$ cat config.mk
export PLATFORM = sky130hd
export DESIGN_NAME = dmem_arbiter
export DESIGN_NICKNAME = d
export VERILOG_FILES = /design/src/rtl/dmem_arbiter_pkg.sv /design/src/rtl/dmem_arbiter_rr.sv /design/src/rtl/dmem_arbiter.sv
export SDC_FILE = /design/constraint.sdc
export NUM_CORES = 1
export LEC_CHECK = 0
export ABC_AREA = 1
export CORE_ASPECT_RATIO = 0.6
export CORE_UTILIZATION = 42
export CTS_BUF_LIST = sky130_fd_sc_hd__clkbuf_8
export CTS_CLUSTER_DIAMETER = 40
export CTS_CLUSTER_SIZE = 20
export DETAILED_ROUTE_END_ITERATION = 10
export PLACE_DENSITY = 0.92
export RECOVER_POWER = 100
export SYNTH_ARGS = -nofsm -noshare
export SYNTH_HDL_FRONTEND = slang
export SYNTH_SLANG_ARGS = --single-unit
$ cat constraint.sdc
create_clock -name clk_i -period 1.95 [get_ports clk_i]
set_input_delay 0.39 -clock clk_i [delete_from_list [all_inputs] [get_ports clk_i]]
set_output_delay 0.39 -clock clk_i [all_outputs]
set_load 0.05 [all_outputs]
$ cat src/rtl/dmem_arbiter_pkg.sv
// Shared definitions for the data-RAM arbiter.
//   state_e      : arbiter FSM states (IDLE / ACCESS / RESP)
//   PORT_CPU     : port 0, the multi-cycle CPU
//   PORT_LOAD    : port 1, the program/data loader or debug port
//   port_onehot  : maps a port id onto its bit of a 2-bit per-port vector
package dmem_arbiter_pkg;

  typedef enum logic [1:0] {
    ST_IDLE   = 2'd0,
    ST_ACCESS = 2'd1,
    ST_RESP   = 2'd2
  } state_e;

  localparam logic PORT_CPU  = 1'b0;
  localparam logic PORT_LOAD = 1'b1;

  function automatic logic [1:0] port_onehot(input logic port);
    return (port == PORT_LOAD) ? 2'b10 : 2'b01;
  endfunction

endpackage

$ cat src/rtl/dmem_arbiter_rr.sv
// Combinational two-way round-robin pick.
//   req_i        : per-port request
//   mask_i       : per-port exclusion (set for the port being served in RESP)
//   last_owner_i : port that won the previous grant
//   winner_o     : selected port id
//   valid_o      : at least one unmasked request exists
module rr_arbiter2
  import dmem_arbiter_pkg::*;
(
  input  logic [1:0] req_i,
  input  logic [1:0] mask_i,
  input  logic       last_owner_i,
  output logic       winner_o,
  output logic       valid_o
);

  logic [1:0] eligible;

  assign eligible = req_i & ~mask_i;
  assign valid_o  = |eligible;

  // NOTE: every output of a combinational block gets a default first, so no
  // path through the if/else can leave it unassigned and infer a latch.
  always_comb begin
    winner_o = PORT_CPU;
    if (eligible == 2'b11) begin
      // Contention: the port that did not go last wins.
      winner_o = ~last_owner_i;
    end else if (eligible[1]) begin
      winner_o = PORT_LOAD;
    end
  end

endmodule

$ cat src/rtl/dmem_arbiter.sv
// Arbitrates the single-port data RAM between the CPU (port 0) and the
// loader/debug port (port 1). Each transaction takes one ACCESS cycle (RAM
// selected) and one RESP cycle (read data returned); the next grant can be
// issued in RESP, so continuous demand gives one transaction per two cycles.
//   clk_i, rst_ni            : clock, asynchronous active-low reset
//   req_i, rnw_i             : per-port level request and direction (1 = read)
//   addr0_i/addr1_i          : per-port address
//   wdata0_i/wdata1_i        : per-port write data
//   grant_o                  : one-cycle pulse, port's inputs captured
//   done_o                   : one-cycle pulse, transaction complete
//   rdata0_o/rdata1_o        : per-port read data, held until next read done
//   mem_cs_o                 : RAM chip select (ACCESS only)
//   mem_read_not_write_o     : RAM direction, 1 outside ACCESS
//   mem_address_o            : RAM address (holds last value when idle)
//   mem_write_data_o         : RAM write data (holds last value when idle)
//   mem_read_data_i          : RAM read data, valid in the cycle after ACCESS
module dmem_arbiter
  import dmem_arbiter_pkg::*;
#(
  parameter int DATA_BUS_WIDTH = 16,
  parameter int ADDR_WIDTH     = 16
) (
  input  logic                      clk_i,
  input  logic                      rst_ni,
  input  logic [1:0]                req_i,
  input  logic [1:0]                rnw_i,
  input  logic [ADDR_WIDTH-1:0]     addr0_i,
  input  logic [ADDR_WIDTH-1:0]     addr1_i,
  input  logic [DATA_BUS_WIDTH-1:0] wdata0_i,
  input  logic [DATA_BUS_WIDTH-1:0] wdata1_i,
  output logic [1:0]                grant_o,
  output logic [1:0]                done_o,
  output logic [DATA_BUS_WIDTH-1:0] rdata0_o,
  output logic [DATA_BUS_WIDTH-1:0] rdata1_o,
  output logic                      mem_cs_o,
  output logic                      mem_read_not_write_o,
  output logic [ADDR_WIDTH-1:0]     mem_address_o,
  output logic [DATA_BUS_WIDTH-1:0] mem_write_data_o,
  input  logic [DATA_BUS_WIDTH-1:0] mem_read_data_i
);

  state_e                    state_q, state_d;
  logic                      owner_q;
  logic                      last_owner_q;
  logic                      rnw_q;
  logic [ADDR_WIDTH-1:0]     addr_q;
  logic [DATA_BUS_WIDTH-1:0] wdata_q;
  logic [1:0]                done_q, done_d;
  logic [DATA_BUS_WIDTH-1:0] rdata0_q, rdata1_q;

  logic [1:0] arb_mask;
  logic       arb_en;
  logic       arb_winner;
  logic       arb_valid;
  logic       take;

  // In RESP the current owner's request is still high (the port only drops
  // it once it sees done), so it is masked for this one cycle.
  assign arb_mask = (state_q == ST_RESP) ? port_onehot(owner_q) : 2'b00;
  assign arb_en   = (state_q == ST_IDLE) || (state_q == ST_RESP);
  assign take     = arb_en && arb_valid;

  rr_arbiter2 u_rr (
    .req_i        (req_i),
    .mask_i       (arb_mask),
    .last_owner_i (last_owner_q),
    .winner_o     (arb_winner),
    .valid_o      (arb_valid)
  );

  always_comb begin
    state_d = state_q;
    done_d  = 2'b00;
    unique case (state_q)
      ST_IDLE:   if (arb_valid) state_d = ST_ACCESS;
      ST_ACCESS: state_d = ST_RESP;
      ST_RESP: begin
        done_d  = port_onehot(owner_q);
        state_d = arb_valid ? ST_ACCESS : ST_IDLE;
      end
      default:   state_d = ST_IDLE;
    endcase
  end

  // NOTE: state registers use non-blocking assignments so every flop samples
  // the pre-edge values regardless of statement order.
  always_ff @(posedge clk_i or negedge rst_ni) begin
    if (!rst_ni) begin
      state_q      <= ST_IDLE;
      done_q       <= 2'b00;
      owner_q      <= PORT_CPU;
      last_owner_q <= PORT_LOAD;  // port 0 wins the first tie
      rnw_q        <= 1'b1;
      addr_q       <= '0;
      wdata_q      <= '0;
      rdata0_q     <= '0;
      rdata1_q     <= '0;
    end else begin
      state_q <= state_d;
      done_q  <= done_d;
      if (take) begin
        owner_q      <= arb_winner;
        last_owner_q <= arb_winner;
        rnw_q        <= (arb_winner == PORT_LOAD) ? rnw_i[1] : rnw_i[0];
        addr_q       <= (arb_winner == PORT_LOAD) ? addr1_i : addr0_i;
        wdata_q      <= (arb_winner == PORT_LOAD) ? wdata1_i : wdata0_i;
      end
      // Owner/rnw still describe the finishing transaction here even if a
      // new grant is captured on this same edge.
      if (state_q == ST_RESP && rnw_q) begin
        if (owner_q == PORT_LOAD) rdata1_q <= mem_read_data_i;
        else                      rdata0_q <= mem_read_data_i;
      end
    end
  end

  assign grant_o              = take ? port_onehot(arb_winner) : 2'b00;
  assign done_o               = done_q;
  assign rdata0_o             = rdata0_q;
  assign rdata1_o             = rdata1_q;
  assign mem_cs_o             = (state_q == ST_ACCESS);
  assign mem_read_not_write_o = (state_q != ST_ACCESS) || rnw_q;
  assign mem_address_o        = addr_q;
  assign mem_write_data_o     = wdata_q;

endmodule

==> qor.txt <==
Outcome -> completed
CP Capture Point -> grant_o[0]
Peak supply drop -> 0.8514 mV
Drt drc -> 0
Post-Syn Area -> 0.003197 mm^2
CTS tree -> built
Chip Width -> 114.6 um
First-pass GRT wire length -> 14.16 mm
Setup Viol. Count Final -> 0
CP max-delay cell -> clkdlybuf4s50_1
Final wirelength -> 9.109 mm
Skew final -> 8.189 ps
RSZ-0062 raised after global routing -> true
Die H -> 69.58 um
Area grow syn2layout -> 59.02%
Placement Cell Area -> 0.004821 mm^2
GPL Wtd Cong -> 0.7631
Worst setup SP type -> primary input
P_leak -> 2.662 nW
Maximum fanout along the worst path -> 2
Post-DP HPWL -> 6.830 mm
Cell variety after synth -> 19
Net Count, Synth -> 482
Critical path depth -> 6
Reg-to-reg slack, setup -> 370 ps
Clock latency at the later pin of the worst-skew pair -> 330 ps
Finished Cell Area -> 0.005084 mm^2
Slew HR -> 0.4071
Total of max-cap violations -> 0
Worst path cell trace -> clkdlybuf4s50_1 -> nand2_2 -> a21oi_4 -> inv_6 -> nor2_4 -> buf_12
Root buffer cell -> clkbuf_8
Largest buffer count on any clock path -> 2
Least-Margin Pin Slew -> 889.4 ps
CP delay by family, top -> buffers and inverters
Final setup TNS -> 0 ps
CP Class -> primary input to output port
Worst Setup End Kind -> output port
Avg Cell Area, Syn -> 8.073 um^2
Reg2reg path depth -> 6
Cell row count -> 24
Arrival @ worst endpoint -> 1520 ps
Buffers on Ports -> 155
Fmax -> 523.8 MHz
Yosys warns -> 0
Final period util -> 0.9790
Sink Count -> 71
Crit path from -> req_i[0]
Largest net degree at the start of global routing -> 37
Share of layout cells above drive strength 1 -> 0.09156
Post-DRT Antenna Nets -> 0
Crit path largest cell delay -> 530 ps
Final std cells w/o fill -> 661
Worst Hold Class -> primary input to asynchronous set/reset pin
#FFs+latches synth -> 71
Placed cells -> 643
Reg-to-Reg End -> owner_q
Vias in the first global route -> 3,032
Cell count after synthesis -> 396
Vias per Instance -> 4.725
Power Dens Cells -> 1873 mW/mm^2
WP buf/inv -> 3
Die ar. -> 0.007976 mm^2
Via count -> 3,123
Reg-to-Reg Start -> state_q[1]
Drt pass-1 iters -> 4
WL/cell -> 13.78 um
Antenna violations before repair -> 0
Min cycle time layout -> 1909 ps
Core ar. -> 0.007327 mm^2
Worst-path clk slew -> 70 ps
Final Max Tran Viols -> 0
Num CTS Buffers -> 9
Gr ovfl total -> 0
Initial core utilization -> 0.4363
Num ports -> 156
Tot Pwr -> 9.522 mW
Count of final hold-check violations -> 0
1st-iter DRT viols -> 140
H-tree depth -> 3
GR Util All Layers -> 0.2292
Final net count -> 638
CP Data Required Time -> 1560 ps
N_diodes -> 0
Sequential fraction of the synthesis area -> 0.5566
-- where the power goes --
group	leakage (nW)	switching, mW	internal, mW	total [mW]
Sequential	0.861	0.436	2.20	2.64
Clock	0.106	0.521	0.711	1.23
Combinational	1.70	3.84	1.81	5.65
Total	2.66	4.80	4.72	9.52
-- sequential cells by signal, summed over array words and instances, names as in the netlist --
| name | cells |
|---|---|
| done_o | 2 |
| last_owner_q | 1 |
| mem_address_o | 16 |
| mem_write_data_o | 16 |
| owner_q | 1 |
| rdata0_o | 16 |
| rdata1_o | 16 |
| rnw_q | 1 |
| state_q | 2 |
-- cells in the final DEF (no fill, tap or decap), types with 2 or more instances in the layout --
cell type,netlist,final
buf_12,0,2
buf_4,3,15
bufinv_16,0,2
clkbuf_2,0,2
clkbuf_8,0,9
clkdlybuf4s50_1,0,135
clkinv_2,0,2
clkinvlp_4,0,2
dfrtp_1,69,68
dfstp_2,2,2
dlymetal6s2s_1,0,11
inv_1,22,23
inv_2,2,2
nand2_1,202,202
nand2_4,1,2
nand3_1,33,33
nand3_2,3,2
nor2_2,1,2
o21ai_0,33,33
-- timing repair --
| action | CTS | global route |
|---|---|---|
| gates resized for setup | 0 | 17 |
| setup buffers | 1 | 1 |
| hold buffers | 0 | 0 |
| pin swaps | 0 | 3 |
| endpoints found under the setup margin | 1 | 13 |
-- per-stage QoR --
step	setup slack, ps	utilization	hold slack [ps]
finish	40.94	0.6938	162.5
global route	-18.20	0.6938	229.0
CTS	10.16	0.6880	15.93
detailed placement	49.92	0.6580	380.1
global placement	79.27	0.6580	376.2
floorplan	15.96	-	94.41
-- cells in the mapped netlist --
cell type / instances / area, um^2
nor2_2: 1 / 6.260
buf_1: 2 / 7.510
a21oi_4: 1 / 16.27
dfstp_2: 2 / 52.55
inv_2: 2 / 7.510
inv_1: 22 / 82.58
o21ai_0: 33 / 165.2
inv_6: 1 / 8.760
nand2_2: 2 / 12.51
nor2_1: 3 / 11.26
nand3_1: 33 / 165.2
buf_4: 3 / 22.52
nand2_1: 202 / 758.2
buf_2: 6 / 30.03
nand2_4: 1 / 11.26
buf_6: 6 / 67.56
nand3_2: 3 / 30.03
clkbuf_1: 4 / 15.01
dfrtp_1: 69 / 1727
-- area by class of cell --
| type | instances | area (um^2) |
|---|---|---|
| Tap cell | 104 | 130.1 |
| Inverter | 25 | 98.84 |
| Sequential cell | 71 | 1780 |
| Multi-Input combinational cell | 279 | 1199 |
| Timing Repair Buffer | 166 | 1663 |
| Clock inverter | 7 | 88.84 |
| Clock buffer | 9 | 123.9 |
| Fill cell | 608 | 2243 |
-- worst reg2reg max path, delay by kind of cell, from the launching register on --
| kind | cells | cell delay [ps] |
|---|---|---|
| AO/OA/AOI/OAI | 2 | 340 |
| buffers and inverters | 2 | 460 |
| flip-flops | 1 | 450 |
| AND/OR/NAND/NOR | 2 | 210 |
-- metal layers --
layer / global-route usage / wire, um / vias to the layer above
met5: 0 / 0 / -
met4: 0.03030 / 34 / 0
met3: 0.07430 / 664 / 7
met2: 0.3993 / 4443 / 124
met1: 0.2853 / 3967 / 1458
li1: - / - / 1534
-- how the worst min path moves through the flow --
stage / from / to / slack (ps) / cells after the start
floorplan: rst_ni / done_o[0] / 90 / 0
global placement: rst_ni / rdata0_o[2] / 380 / 1
detailed placement: rst_ni / rdata0_o[2] / 380 / 1
CTS: rst_ni / rdata0_o[2] / 20 / 1
global route: rst_ni / rdata0_o[2] / 230 / 1
finish: rst_ni / rdata0_o[2] / 160 / 1
-- cell families (layout without fill, tap and decap cells) --
group | count (synthesis) | in the layout | share of synthesized area
AOI/OAI and AO/OA | 34 | 34 | 0.05675
and+or+nand+nor | 245 | 245 | 0.3112
buffers and inverters | 46 | 207 | 0.07554
DFF | 71 | 71 | 0.5566
Note: power is estimated with default switching activity, not from simulation.
